## config.mk

```make
export PLATFORM = sky130hd
export DESIGN_NAME = frame_copy_controller
export DESIGN_NICKNAME = d
export VERILOG_FILES = /design/src/rtl/frame_copy_controller.sv
export SDC_FILE = /design/constraint.sdc
export NUM_CORES = 1
export LEC_CHECK = 0
export ABC_AREA = 1
export CELL_PAD_IN_SITES_DETAIL_PLACEMENT = 1
export CELL_PAD_IN_SITES_GLOBAL_PLACEMENT = 1
export CORE_ASPECT_RATIO = 1.75
export CORE_UTILIZATION = 30
export DETAILED_ROUTE_END_ITERATION = 8
export GPL_TIMING_DRIVEN = 1
export PLACE_DENSITY_LB_ADDON = 0.1
export SYNTH_ARGS = -nofsm -noshare
export SYNTH_HDL_FRONTEND = slang
export SYNTH_SLANG_ARGS = --single-unit
```

## constraint.sdc

```tcl
create_clock -name clk_clk -period 1.7 [get_ports clk_clk]
set_input_delay 0.51 -clock clk_clk [delete_from_list [all_inputs] [get_ports clk_clk]]
set_output_delay 0.51 -clock clk_clk [all_outputs]
set_load 0.03 [all_outputs]
```

## src/rtl/frame_copy_controller.sv

```systemverilog
// frame_copy_controller
// Copies DEPTH bytes from the shadow buffer into the pixel buffer, starting on
// the first vblank rising edge after a copy request, so the CPU can draw
// off-screen and present a tear-free frame. Pixel-buffer port A is shared:
// the CPU wins whenever it asserts chipselect, and the copy engine only uses
// the port in idle cycles.
//
// Ports
//   clk_clk, reset_reset_n        clock, async active-low reset
//   cpu_*                         CPU pixel-buffer access (no wait states)
//   copy_req, vblank              copy request pulse, vertical blank level
//   busy, done, tear              status: active, last-byte pulse, sticky tear
//   shadow_*                      shadow buffer read port (1-cycle latency)
//   pix_*                         pixel buffer port A (1-cycle read latency)
module frame_copy_controller #(
  parameter int ADDR_W = 13,
  parameter int DATA_W = 8,
  parameter int DEPTH  = 8192
) (
  input  logic              clk_clk,
  input  logic              reset_reset_n,
  input  logic [ADDR_W-1:0] cpu_address,
  input  logic              cpu_chipselect,
  input  logic              cpu_write,
  input  logic [DATA_W-1:0] cpu_writedata,
  output logic [DATA_W-1:0] cpu_readdata,
  input  logic              copy_req,
  input  logic              vblank,
  output logic              busy,
  output logic              done,
  output logic              tear,
  output logic [ADDR_W-1:0] shadow_address,
  output logic              shadow_rden,
  input  logic [DATA_W-1:0] shadow_readdata,
  output logic [ADDR_W-1:0] pix_address,
  output logic [DATA_W-1:0] pix_writedata,
  output logic              pix_wren,
  output logic              pix_rden,
  input  logic [DATA_W-1:0] pix_readdata
);

  localparam logic [2:0] S_IDLE  = 3'd0;
  localparam logic [2:0] S_ARMED = 3'd1;
  localparam logic [2:0] S_RD    = 3'd2;
  localparam logic [2:0] S_LAT   = 3'd3;
  localparam logic [2:0] S_WR    = 3'd4;
  localparam logic [2:0] S_DONE  = 3'd5;

  localparam logic [ADDR_W-1:0] LAST = ADDR_W'(DEPTH - 1);

  logic [2:0]        state_q, state_d;
  logic [ADDR_W-1:0] ptr_q, ptr_d;
  logic [DATA_W-1:0] data_q, data_d;
  logic              pending_q, pending_d;
  logic              tear_q, tear_d;
  logic              vblank_q;
  logic [ADDR_W-1:0] shadow_addr_q;

  logic rise, fall, copying;
  assign rise    = vblank & ~vblank_q;
  assign fall    = ~vblank & vblank_q;
  assign copying = (state_q == S_RD) || (state_q == S_LAT) || (state_q == S_WR);

  always_comb begin
    state_d   = state_q;
    ptr_d     = ptr_q;
    data_d    = data_q;
    pending_d = pending_q;
    tear_d    = tear_q;
    // A request while busy is remembered once; DONE consumes it below.
    if (busy && copy_req) pending_d = 1'b1;
    if (fall && copying)  tear_d    = 1'b1;
    case (state_q)
      S_IDLE: if (copy_req) begin
        state_d = S_ARMED;
        ptr_d   = '0;
        tear_d  = 1'b0;
      end
      S_ARMED: if (rise) state_d = S_RD;
      S_RD:    state_d = S_LAT;
      S_LAT: begin
        data_d  = shadow_readdata;
        state_d = S_WR;
      end
      S_WR: if (!cpu_chipselect) begin
        // CPU owns port A this cycle otherwise: hold the byte and retry.
        if (ptr_q == LAST) state_d = S_DONE;
        else begin
          ptr_d   = ptr_q + 1'b1;
          state_d = S_RD;
        end
      end
      S_DONE: begin
        // A request landing in DONE itself counts as pending too.
        if (pending_q || copy_req) begin
          state_d   = S_ARMED;
          ptr_d     = '0;
          pending_d = 1'b0;
        end else begin
          state_d = S_IDLE;
        end
      end
      default: state_d = S_IDLE;
    endcase
  end

  always_ff @(posedge clk_clk or negedge reset_reset_n) begin
    if (!reset_reset_n) begin
      state_q       <= S_IDLE;
      ptr_q         <= '0;
      data_q        <= '0;
      pending_q     <= 1'b0;
      tear_q        <= 1'b0;
      vblank_q      <= 1'b0;
      shadow_addr_q <= '0;
    end else begin
      state_q   <= state_d;
      ptr_q     <= ptr_d;
      data_q    <= data_d;
      pending_q <= pending_d;
      tear_q    <= tear_d;
      vblank_q  <= vblank;
      if (state_q == S_RD) shadow_addr_q <= ptr_q;
    end
  end

  // Shadow address is live from ptr in RD and parks on the last value after.
  assign shadow_address = (state_q == S_RD) ? ptr_q : shadow_addr_q;
  assign shadow_rden    = (state_q == S_RD);

  assign busy = (state_q != S_IDLE);
  assign done = (state_q == S_DONE);
  assign tear = tear_q;

  always_comb begin
    if (cpu_chipselect) begin
      pix_address   = cpu_address;
      pix_writedata = cpu_writedata;
      pix_wren      = cpu_write;
      pix_rden      = ~cpu_write;
    end else begin
      pix_address   = ptr_q;
      pix_writedata = data_q;
      pix_wren      = (state_q == S_WR);
      pix_rden      = 1'b0;
    end
  end

  assign cpu_readdata = pix_readdata;

endmodule

```

* Yosys cells after proc, flatten, opt, wreduce, memory -nomap -nowiden
Cells that the tools add are included.
Word-level totals: output and inout port bits 48, register bits after elaboration 40
Operators by class: reduce and logical (&&, ||, !) cells 10, equality and inequality tests 11, bitwise gates (word level) 5, $add $sub $neg 1, mux-type cells 22
Operators with widths (count):
- $mux 13 | 6
- $pmux 13 s3 | 1
- $pmux 3 s6 | 1
- $add 13x1->13 const B | 1
- $eq 13x13->1 const B | 1
- $mux 3 | 4
- $mux 1 | 9
- $mux 8 | 1
- $ne 2x2->1 const B | 4
- $eq 3x2->1 const B | 2
- $eq 3x3->1 const B | 2
- $reduce_bool 3->1 | 2
- $reduce_and 5->1 | 1
- $eq 3x1->1 const B | 1
- $logic_not 3->1 | 1
- $logic_or 1x1->1 | 3
- $not 1->1 | 3
- $reduce_and 3->1 | 1
- $and 1x1->1 | 2
- $logic_and 1x1->1 | 2
- $ne 2x1->1 const B | 1

* Depth between registers and ports, before layout
Gate-level depths: netlist of the first run.
depth after elaboration 7, mapped depth 10, mapped depth without buffers 10

* Worst setup path before layout of the first run
No wires, ideal clock.
path kind in2out, from in cpu_chipselect, to out pix_wren, required time 1.190 ns, data arrival time 1.766 ns, buffers on the path 1, setup slack -0.576 ns, cell stages on the path 4, cells stage by stage clkbuf_1 -> clkinv_1 -> nor2_1 -> a21oi_1
On the way: cells in the longest elaborated chain, start to end 1
Ends and longest elaborated chain:
- start: declaration | line 23 | input logic cpu_chipselect,
- $mux 1 | line 136 | if (cpu_chipselect) begin
- end: declaration | line 37 | output logic pix_wren,
No other way between the ends.

* Final worst setup path of the first run
from reg state_q[0], to out shadow_address[0]
On the way: cells in the longest elaborated chain, start to end 2
Ends and longest elaborated chain:
- start: declaration | line 51 | logic [2:0] state_q, state_d;
- start signal: assignment | line 117 | state_q <= state_d;
- $eq 3x2->1 | line 128 | assign shadow_address = (state_q == S_RD) ? ptr_q : shadow_addr_q;
- $mux 13
- end: declaration | line 32 | output logic [ADDR_W-1:0] shadow_address,
No other way between the ends.

==> key figures, run 1 <==
Clock tree
  – CTS buffer count: 5
  – Clk Tree Root Cell: clkbuf_16
  – Max Buffers Root-to-Sink: 2
  – CTS tree: built
  – Sink Count: 40
  – Clk pin slew, worst setup/hold paths: 0.06 ns
  – Clk Latency, worst-skew pair: 0.29 ns
  – H-tree Lvls: 2

Place
  – Routability cong.: 0.872
  – IO buf count: 74
  – DP Area: 3590 um2
  – DP HPWL: 5.88 mm

STA
  – Clk_skew: 0.00345 ns
  – Least-Margin Pin Slew: 0.291 ns
  – Tmin final: 1.91 ns
  – Tcrit/Tclk final: 112%
  – Setup violators final: 19
  – Hold Slack: 0.190 ns
  – Max Slew Vio Count: 0
  – Fin worst setup slack: -0.205 ns
  – RSZ-0062 raised after global routing: true
  – Fmax: 525 MHz
  – Slew HR: 80.5%
  – Fin. Hold Viols: 0

Detailed routing
  – WL per Instance: 16.5 um
  – Via count: 2719
  – Via density: 5.00
  – Final ANT Viol Nets: 0
  – DRC errors left: 0
  – Starting DRT DRC Count: 106
  – 1st-pass router iterations: 4
  – DRT Wirelength: 8.97 mm

GRT
  – Largest net degree at the start of global routing: 41
  – Overflow after GRT: 0
  – All-Layer GR Usage: 22.4%
  – Vias in the first global route: 2781
  – First-pass GRT wire length: 13.6 mm
  – Initial antenna violation count: 1

Critical path
  – CP Max Fanout: 14
  – Crit. End Element: primary output
  – Setup slack, reg-to-reg: -0.02 ns
  – Worst path required time: 1.19 ns
  – Kind of critical path: flop to primary output
  – Crit path DAT: 1.40 ns
  – FF-to-FF path depth: 9
  – Worst setup SP type: flop

Power and ir drop
  – Pleak: 2.10 nW
  – Worst IR Drop VDD: 0.00103 V
  – Pwr dens: 1110 nW/um2

Cells and area
  – Post-route cell area: 4260 um2
  – Layout area overhead: 81.5%
  – Layout cells sized above 1: 41.8%
  – Final net count: 498
  – Fillers: 890

Die
  – Starting Density: 31.0%
  – # IOs: 91
  – Die Span X: 68.9 um
  – Die ar.: 8200 um2
  – Rows: 42
  – Core area: 7570 um2
  – Die Y: 119 um

Logic synthesis
  – Warnings, synthesis: 0
  – Commonest cells post-synth: nand2_1, dfrtp_1, o21ai_0
  – Most area-consuming cells after synthesis: dfrtp_1, nand2_1, o21ai_0, nand3_1, inv_1
  – Top cell type by total area after synthesis: dfrtp_1
  – Post-synthesis sequential area ratio: 42.6%
  – Syn_nets: 383
  – Ys async rst share: 100%
  – Synth unique cells: 25
  – Synth Register Bits: 40
  – Syn avg cell area: 6.92 um2
  – Primary FF master, synth: dfrtp_1
  – EDFF count, synth: 0
  – Synth Instances: 339
  – Synth top area share: 42.6%
  – Cell Area, Synth: 2350 um2
  – Count leader, synth: nand2_1

Run status
  – Failing checks: setup timing
  – Status: finished with violations

Hold path
  – Worst Hold Class: input pin to async pin

Flow run
  – Max-Cap Viols: 0
## final timing paths
check                              startpoint                end
worst min register to register      data_q[4]          data_q[4]
min in group clk_clk                data_q[4]          data_q[4]
worst max register to register     state_q[1]           ptr_q[2]
max in group asynchronous       reset_reset_n           ptr_q[6]
worst min-delay path            reset_reset_n          data_q[3]
worst max-delay path               state_q[0]  shadow_address[0]
## power by group
part	internal [W]	switching (W)	leakage, nW	total (W)
clock	0.000579	0.000403	0.0766	0.000983
sequential	0.00113	0.0000974	0.528	0.00122
combinational	0.00104	0.00147	1.49	0.00251
total	0.00275	0.00197	2.10	0.00471
## sequential cells by signal, summed over array words and instances (netlist names)
signal and count:
pending_q 1, tear 1, vblank_q 1, ptr_q 13, state_q 3, shadow_addr_q 13
data_q 8
## metrics by stage
step           cells  setup TNS [ns]  power, W  setup slack, ns  util (%)
2_1_floorplan    339               0   0.00255          0.00401         -
3_3_place_gp     515           -3.40   0.00329           -0.167      47.4
3_5_place_dp     515           -4.79   0.00333           -0.252      47.4
4_1_cts          534           -3.40   0.00461           -0.234      54.0
5_1_grt          544           -4.30   0.00497           -0.262      56.3
6_report         544           -3.03   0.00471           -0.205      56.3
## cell families (layout without fill, tap and decap cells)
group | after synthesis | count (layout) | synth area share, %
AOI/OAI and AO/OA | 34 | 34 | 7.36
adders and majority gates | 1 | 1 | 0.533
buffers and inverters | 47 | 162 | 9.54
DFF | 40 | 40 | 42.6
other | 0 | 1 | 0
and+or+nand+nor | 217 | 218 | 39.9
## layer usage
layer	part of all wire, %	GRT usage [%]	vias up
met3	3.9	3.35	15
met2	58	43.4	59
met1	36	22.5	1357
met4	2.1	7.27	0
li1	-	-	1288
met5	0	0	-
## cell type report
type                            count  area, um2  area share [%]
Multi-Input combinational cell    253       1540            36.2
Timing Repair Buffer              123       1330            31.1
Sequential cell                    40       1000            23.6
Clock buffer                        6        139            3.26
Inverter                           31        128            3.00
Tap cell                           88        110            2.58
Clock inverter                      2       10.0           0.235
Antenna cell                        1       2.50          0.0587
## worst max-delay path, stage by stage, from the launching register on
cell and delay (ns):
dfrtp_1 0.39, inv_2 0.08, nand3_4 0.11, buf_16 0.21
o21ai_4 0.17, buf_12 0.14
## layout by cell type, fill, tap and decap left out, types with 2 or more instances in the layout
cell / instances
nand3_2: 2
a21oi_1: 4
nand2_1: 129
dfrtp_2: 3
buf_12: 7
nand2_4: 4
dfrtp_1: 37
inv_1: 15
o21ai_4: 22
o21ai_2: 5
clkdlybuf4s50_1: 9
buf_16: 5
dlygate4sd2_1: 23
nand3_1: 20
nor3b_2: 2
nand4_1: 4
inv_2: 13
buf_6: 43
nor2_2: 6
nand2_2: 23
nor2_1: 18
clkbuf_16: 5
clkinv_2: 2
nor2_4: 6
buf_4: 34
## timing repair
action,4_1_cts,5_1_grt
gates cloned,4,1
setup endpoints to repair,40,44
hold buffers,0,0
buffers inserted,7,8
pin swaps,29,9
gates resized for setup,91,32
No activity file was read; power rests on OpenSTA's default activity.
==> run 2: changes to the inputs <==
--- a/config.mk
+++ b/config.mk
@@ -9,6 +9,7 @@
 export CELL_PAD_IN_SITES_DETAIL_PLACEMENT = 1
 export CELL_PAD_IN_SITES_GLOBAL_PLACEMENT = 1
 export CORE_ASPECT_RATIO = 1.75
+export CORE_MARGIN = 3
 export CORE_UTILIZATION = 30
 export DETAILED_ROUTE_END_ITERATION = 8
 export GPL_TIMING_DRIVEN = 1
==> run 2 against run 1 <==
Effect of this change:
- the run still ends with setup timing left
- sequential power hardly changed
- clock skew is 0.0013 ns higher
- non-clock buffer count is 3 higher
- clock power is 0.6% lower
- maximum frequency is 1.1% lower
- flip-flop and latch count stayed put
- first-iteration DRC count is 34% lower
- core utilization is 0.40 points higher
- combinational power is 8.4% higher
- cell area is 0.70% higher
- via count is 1.8% lower
==> key figures, run 2 (synthesis gave the netlist of run 1 again) <==
Run status
  – Status: finished with violations
  – Failing checks: setup timing

Power and ir drop
  – Worst IR Drop VDD: 0.00101 V (-1.5%)
  – Pleak: 2.09 nW (-0.55%)
  – Pwr dens: 1150 nW/um2 (+3.6%)

Cells and area
  – Most common cell after layout, fill and taps aside: nand2_1
  – Layout area overhead: 82.8%
  – Layout cells sized above 1: 42.8% (+1.0 points)
  – Final net count: 501 (+0.60%)
  – Post-route cell area: 4290 um2 (+0.70%)
  – Fillers: 891 (+0.11%)
  – Largest registers: ptr_q: 13 flops, shadow_addr_q: 13 flops, data_q: 8 flops
  – Commonest non-fill, non-tap cells in the layout: nand2_1, buf_6, dfrtp_1

Critical path
  – Worst setup SP type: flop
  – Crit. End Element: primary output
  – Kind of critical path: flop to primary output
  – Crit path DAT: 1.42 ns (+0.02 ns)
  – FF-to-FF path depth: 10 (+1)
  – Worst path required time: 1.19 ns (about the same)
  – CP Max Fanout: 14 (unchanged)

Detailed routing
  – Starting DRT DRC Count: 70 (-34%)
  – 1st-pass router iterations: 4 (unchanged)
  – Final ANT Viol Nets: 0 (unchanged)
  – Via count: 2669 (-1.8%)
  – DRC errors left: 0 (unchanged)
  – DRT Wirelength: 9.08 mm (+1.3%)
  – Via density: 4.88 (-2.4%)
  – WL per Instance: 16.6 um (+0.72%)

Clock tree
  – Sink Count: 40 (unchanged)
  – Clk Tree Root Cell: clkbuf_16
  – CTS buffer count: 5 (unchanged)
  – Max Buffers Root-to-Sink: 2 (unchanged)
  – CTS hold repair buffers: 0 (unchanged)
  – CTS tree: built
  – Clk pin slew, worst setup/hold paths: 0.06 ns (about the same)
  – Clk Latency, worst-skew pair: 0.29 ns (about the same)
  – H-tree Lvls: 2 (unchanged)

GRT
  – Initial antenna violation count: 0 (-1)
  – Overflow after GRT: 0 (unchanged)
  – Vias in the first global route: 2710 (-2.6%)
  – Largest net degree at the start of global routing: 41 (unchanged)
  – All-Layer GR Usage: 19.7% (-2.7 points)
  – First-pass GRT wire length: 13.5 mm (-0.56%)

Die
  – Rows: 42 (unchanged)
  – # IOs: 91 (unchanged)
  – Die Span X: 72.9 um (+5.8%)
  – Die Y: 123 um (+3.4%)
  – Core area: 7570 um2 (unchanged)
  – Starting Density: 31.0% (unchanged)
  – Die ar.: 8960 um2 (+9.4%)

STA
  – Setup violators final: 19 (unchanged)
  – Tcrit/Tclk final: 113% (+1.3 points)
  – Hold Slack: 0.188 ns (-0.00208 ns)
  – Slew HR: 73.5% (-7.0 points)
  – Max Slew Vio Count: 0 (unchanged)
  – Clk_skew: 0.00477 ns (+0.00132 ns)
  – Fin. Hold Viols: 0 (unchanged)
  – Least-Margin Pin Slew: 0.396 ns (+0.105 ns)
  – Tmin final: 1.93 ns (+0.0216 ns)
  – Fin worst setup slack: -0.227 ns (-0.0216 ns)
  – Fmax: 519 MHz (-1.1%)
  – RSZ-0062 raised after global routing: true

Place
  – Pre-CTS WS: -0.204 ns (+0.0472 ns)
  – Routability cong.: 0.836 (-4.1%)
  – IO buf count: 74 (unchanged)
  – DP HPWL: 5.92 mm (+0.78%)
  – DP Area: 3550 um2 (-0.91%)

Flow run
  – Max-Cap Viols: 0 (unchanged)

Hold path
  – Worst Hold Class: input pin to async pin
==> run 2: changes by cell type in the layout (fill, tap and decap cells not counted), moves of 3 or more <==
cell / previous run / this run
buf_6: 43 / 49
nand2_1: 129 / 125
buf_16: 5 / 2
inv_2: 13 / 10
nand3_1: 20 / 17
nand3_2: 2 / 5
==> run 2: layer usage <==
layer	track usage [%]	wire length (um)	vias up
li1	-	-	1299
met1	21.4	3420	1300
met2	37.2	5180	55
met3	2.85	277	15
met4	7.74	212	0
met5	0	0	-
==> run 2: final cells by class <==
cell class	count	area, um2	share of cell area [%]
Multi-Input combinational cell	253	1570	36.6
Timing Repair Buffer	126	1320	30.7
Sequential cell	40	1010	23.5
Clock buffer	8	146	3.41
Inverter	31	135	3.15
Tap cell	88	110	2.57
Antenna cell	1	2.50	0.0583
==> run 2: what timing repair did <==
action | 4_1_cts | 5_1_grt
gates cloned | 2 | 3
hold endpoints to repair | 0 | 0
buffers inserted | 7 | 12
endpoints found under the setup margin | 40 | 45
pin swaps | 26 | 14
gates resized for setup | 84 | 48
==> run 2: path summary, 6_finish.rpt <==
kind | slack (ns) | to | from
max in group asynchronous | 1.28 | ptr_q[6] | reset_reset_n
worst max register to register | 0.02 | ptr_q[4] | state_q[2]
worst min register to register | 0.47 | data_q[2] | data_q[2]
min in group clk_clk | 0.47 | data_q[2] | data_q[2]
worst min-delay path | 0.19 | data_q[2] | reset_reset_n
worst max-delay path | -0.23 | shadow_address[5] | state_q[0]
==> run 2: stage by stage <==
step / utilization, % / instances / power, W / setup TNS, ns
floorplan: - / 339 / 0.00255 / 0
global placement: 47.0 / 514 / 0.00321 / -3.56
detailed placement: 47.0 / 514 / 0.00324 / -4.15
CTS: 52.6 / 531 / 0.00453 / -3.57
global route: 56.7 / 546 / 0.00521 / -4.77
finish: 56.7 / 547 / 0.00492 / -3.17
==> run 2: worst max-delay path, stage by stage, from the launching register on <==
cell     delay, ns
dfrtp_1       0.39
inv_2         0.09
nand3_4       0.12
buf_12        0.18
nand2_1       0.10
o21ai_4       0.07
buf_4         0.17
==> run 2: report_power, final <==
group | leakage, nW | internal, W | switching [W]
Combinational | 1.49 | 0.00116 | 0.00155
Sequential | 0.525 | 0.00113 | 0.0000977
Clock | 0.0712 | 0.000586 | 0.000390
==> edit (config.mk and constraints of run 2) <==
Change the parameter `DATA_W` from 8 to 12.
--- a/src/rtl/frame_copy_controller.sv
+++ b/src/rtl/frame_copy_controller.sv
@@ -15,5 +15,5 @@
 module frame_copy_controller #(
   parameter int ADDR_W = 13,
-  parameter int DATA_W = 8,
+  parameter int DATA_W = 12,
   parameter int DEPTH  = 8192
 ) (
Interface: changed (5 resized); port bits go from 91 to 111. No check against the original RTL was run, so the function may have changed too.
==> edit against run 2 <==
  * The run still ends with negative setup slack left
  * Fmax decreased by 1.8%
  * Area after synthesis up 7.6%
  * Routed wire length up 5.5%
  * Sequential cell count increased by 4
  * Total power up 1.1%
  * Setup slack worse by 0.036 ns
  * Worst hold slack gained 0.0030 ns
  * Cell area is 0.50% lower
==> edit: results (changes against run 2) <==
metric	value	unit	change
failing checks	negative setup slack		
metal3 WL	358	um	+29%
vias in the first global route	3031		+12%
Seq cells post-synth	44		+10%
GR Layer Usage met1	0.2011		-0.01334
VDD IR max	0.5774	mV	-43%
Worst Tran Pin Value	0.4292	ns	+0.03289 ns
crit path max fanout	11		-3
Net Sw Power	0.002024	W	-0.84%
Hold Worst Slack	0.1909	ns	+0.002963 ns
P per Cell Area	1164	mW/mm2	+1.6%
Setup Viol. Count Final	18		-1
Vias/cell	4.872		-0.15%
largest net degree at the start of global routing	45		+9.8%
post-CTS resize count	89		+6.0%
FF-to-FF Start	state_q[0]		
sequential share of power	0.284		+0.035
M2 GR Usage	0.4177		+0.04612
Placed Area	0.003701	mm2	+4.1%
Final WS setup	-0.2632	ns	-0.03617 ns
share of cells above drive strength 1	0.3458		-0.08211
via count of the routed design	2777		+4.0%
complex-gate fraction of the synthesized area	0.07780		+0.004239
R2R setup slack	0	ns	-0.02 ns
status	complete, but fails checks		
crit path DAT	1.45	ns	+0.03 ns
number of cells after detailed placement	549		+6.8%
synthesized net count	424		+11%
commonest cells in the netlist	nand2_1, dfrtp_1, inv_1, o21ai_0, nor2_1		
DP Worst Slack	-0.4421	ns	-0.2376 ns
Distinct cells, synth	22		-12%
first-pass GRT wire length	15080	um	+12%
met3 usage	0.03543		+0.006955
top post-synthesis cells by area	dfrtp_1, nand2_1, o21ai_0		
R2R Path End	ptr_q[0]		
ANT cells	0		-1
met1 wire length	3327	um	-2.6%
Final GP Congestion	0.8060		-3.6%
Met2 Wirelength	5749	um	+11%
Fin Setup TNS	-3.569	ns	-0.4010 ns
Top Registers	ptr_q: 13 flops, shadow_addr_q: 13 flops, data_q: 12 flops		
Avg Cell Area, Syn	6.861	um2	-0.91%
PortBufs	86		+16%
Fillers	1005		+13%
hpwl dp	6558	um	+11%
leakage	2.109	nW	+1.1%
Nets	536		+7.0%
[edit: cell count changes in the layout (fill, tap and decap cells not counted), moves of 4 or more]
cell / run 2 / this run
dlygate4sd2_1: 22 / 27
o21ai_4: 24 / 13
nor2_2: 5 / 0
o21ai_2: 3 / 7
nand2_1: 125 / 152
buf_4: 34 / 40
nand2_2: 25 / 21
nand2_4: 6 / 2
nand3_2: 5 / 0
buf_6: 49 / 35
o21ai_1: 0 / 6
[edit: area by class of cell]
class / instances / area, um2 / share of cell area
Inverter: 31 / 126.4 / 0.02960
Multi-Input combinational cell: 271 / 1463 / 0.3426
Tap cell: 90 / 112.6 / 0.02638
Timing Repair Buffer: 127 / 1306 / 0.3060
Sequential cell: 44 / 1109 / 0.2597
Clock buffer: 7 / 152.6 / 0.03576
[edit: worst max path at each step]
stage / cells after the start / end
after CTS: 6 / shadow_address[7]
after global placement: 9 / ptr_q[11]
final: 6 / shadow_address[1]
after detailed placement: 9 / ptr_q[6]
after global routing: 6 / shadow_address[9]
after floorplan: 2 / pix_address[11]
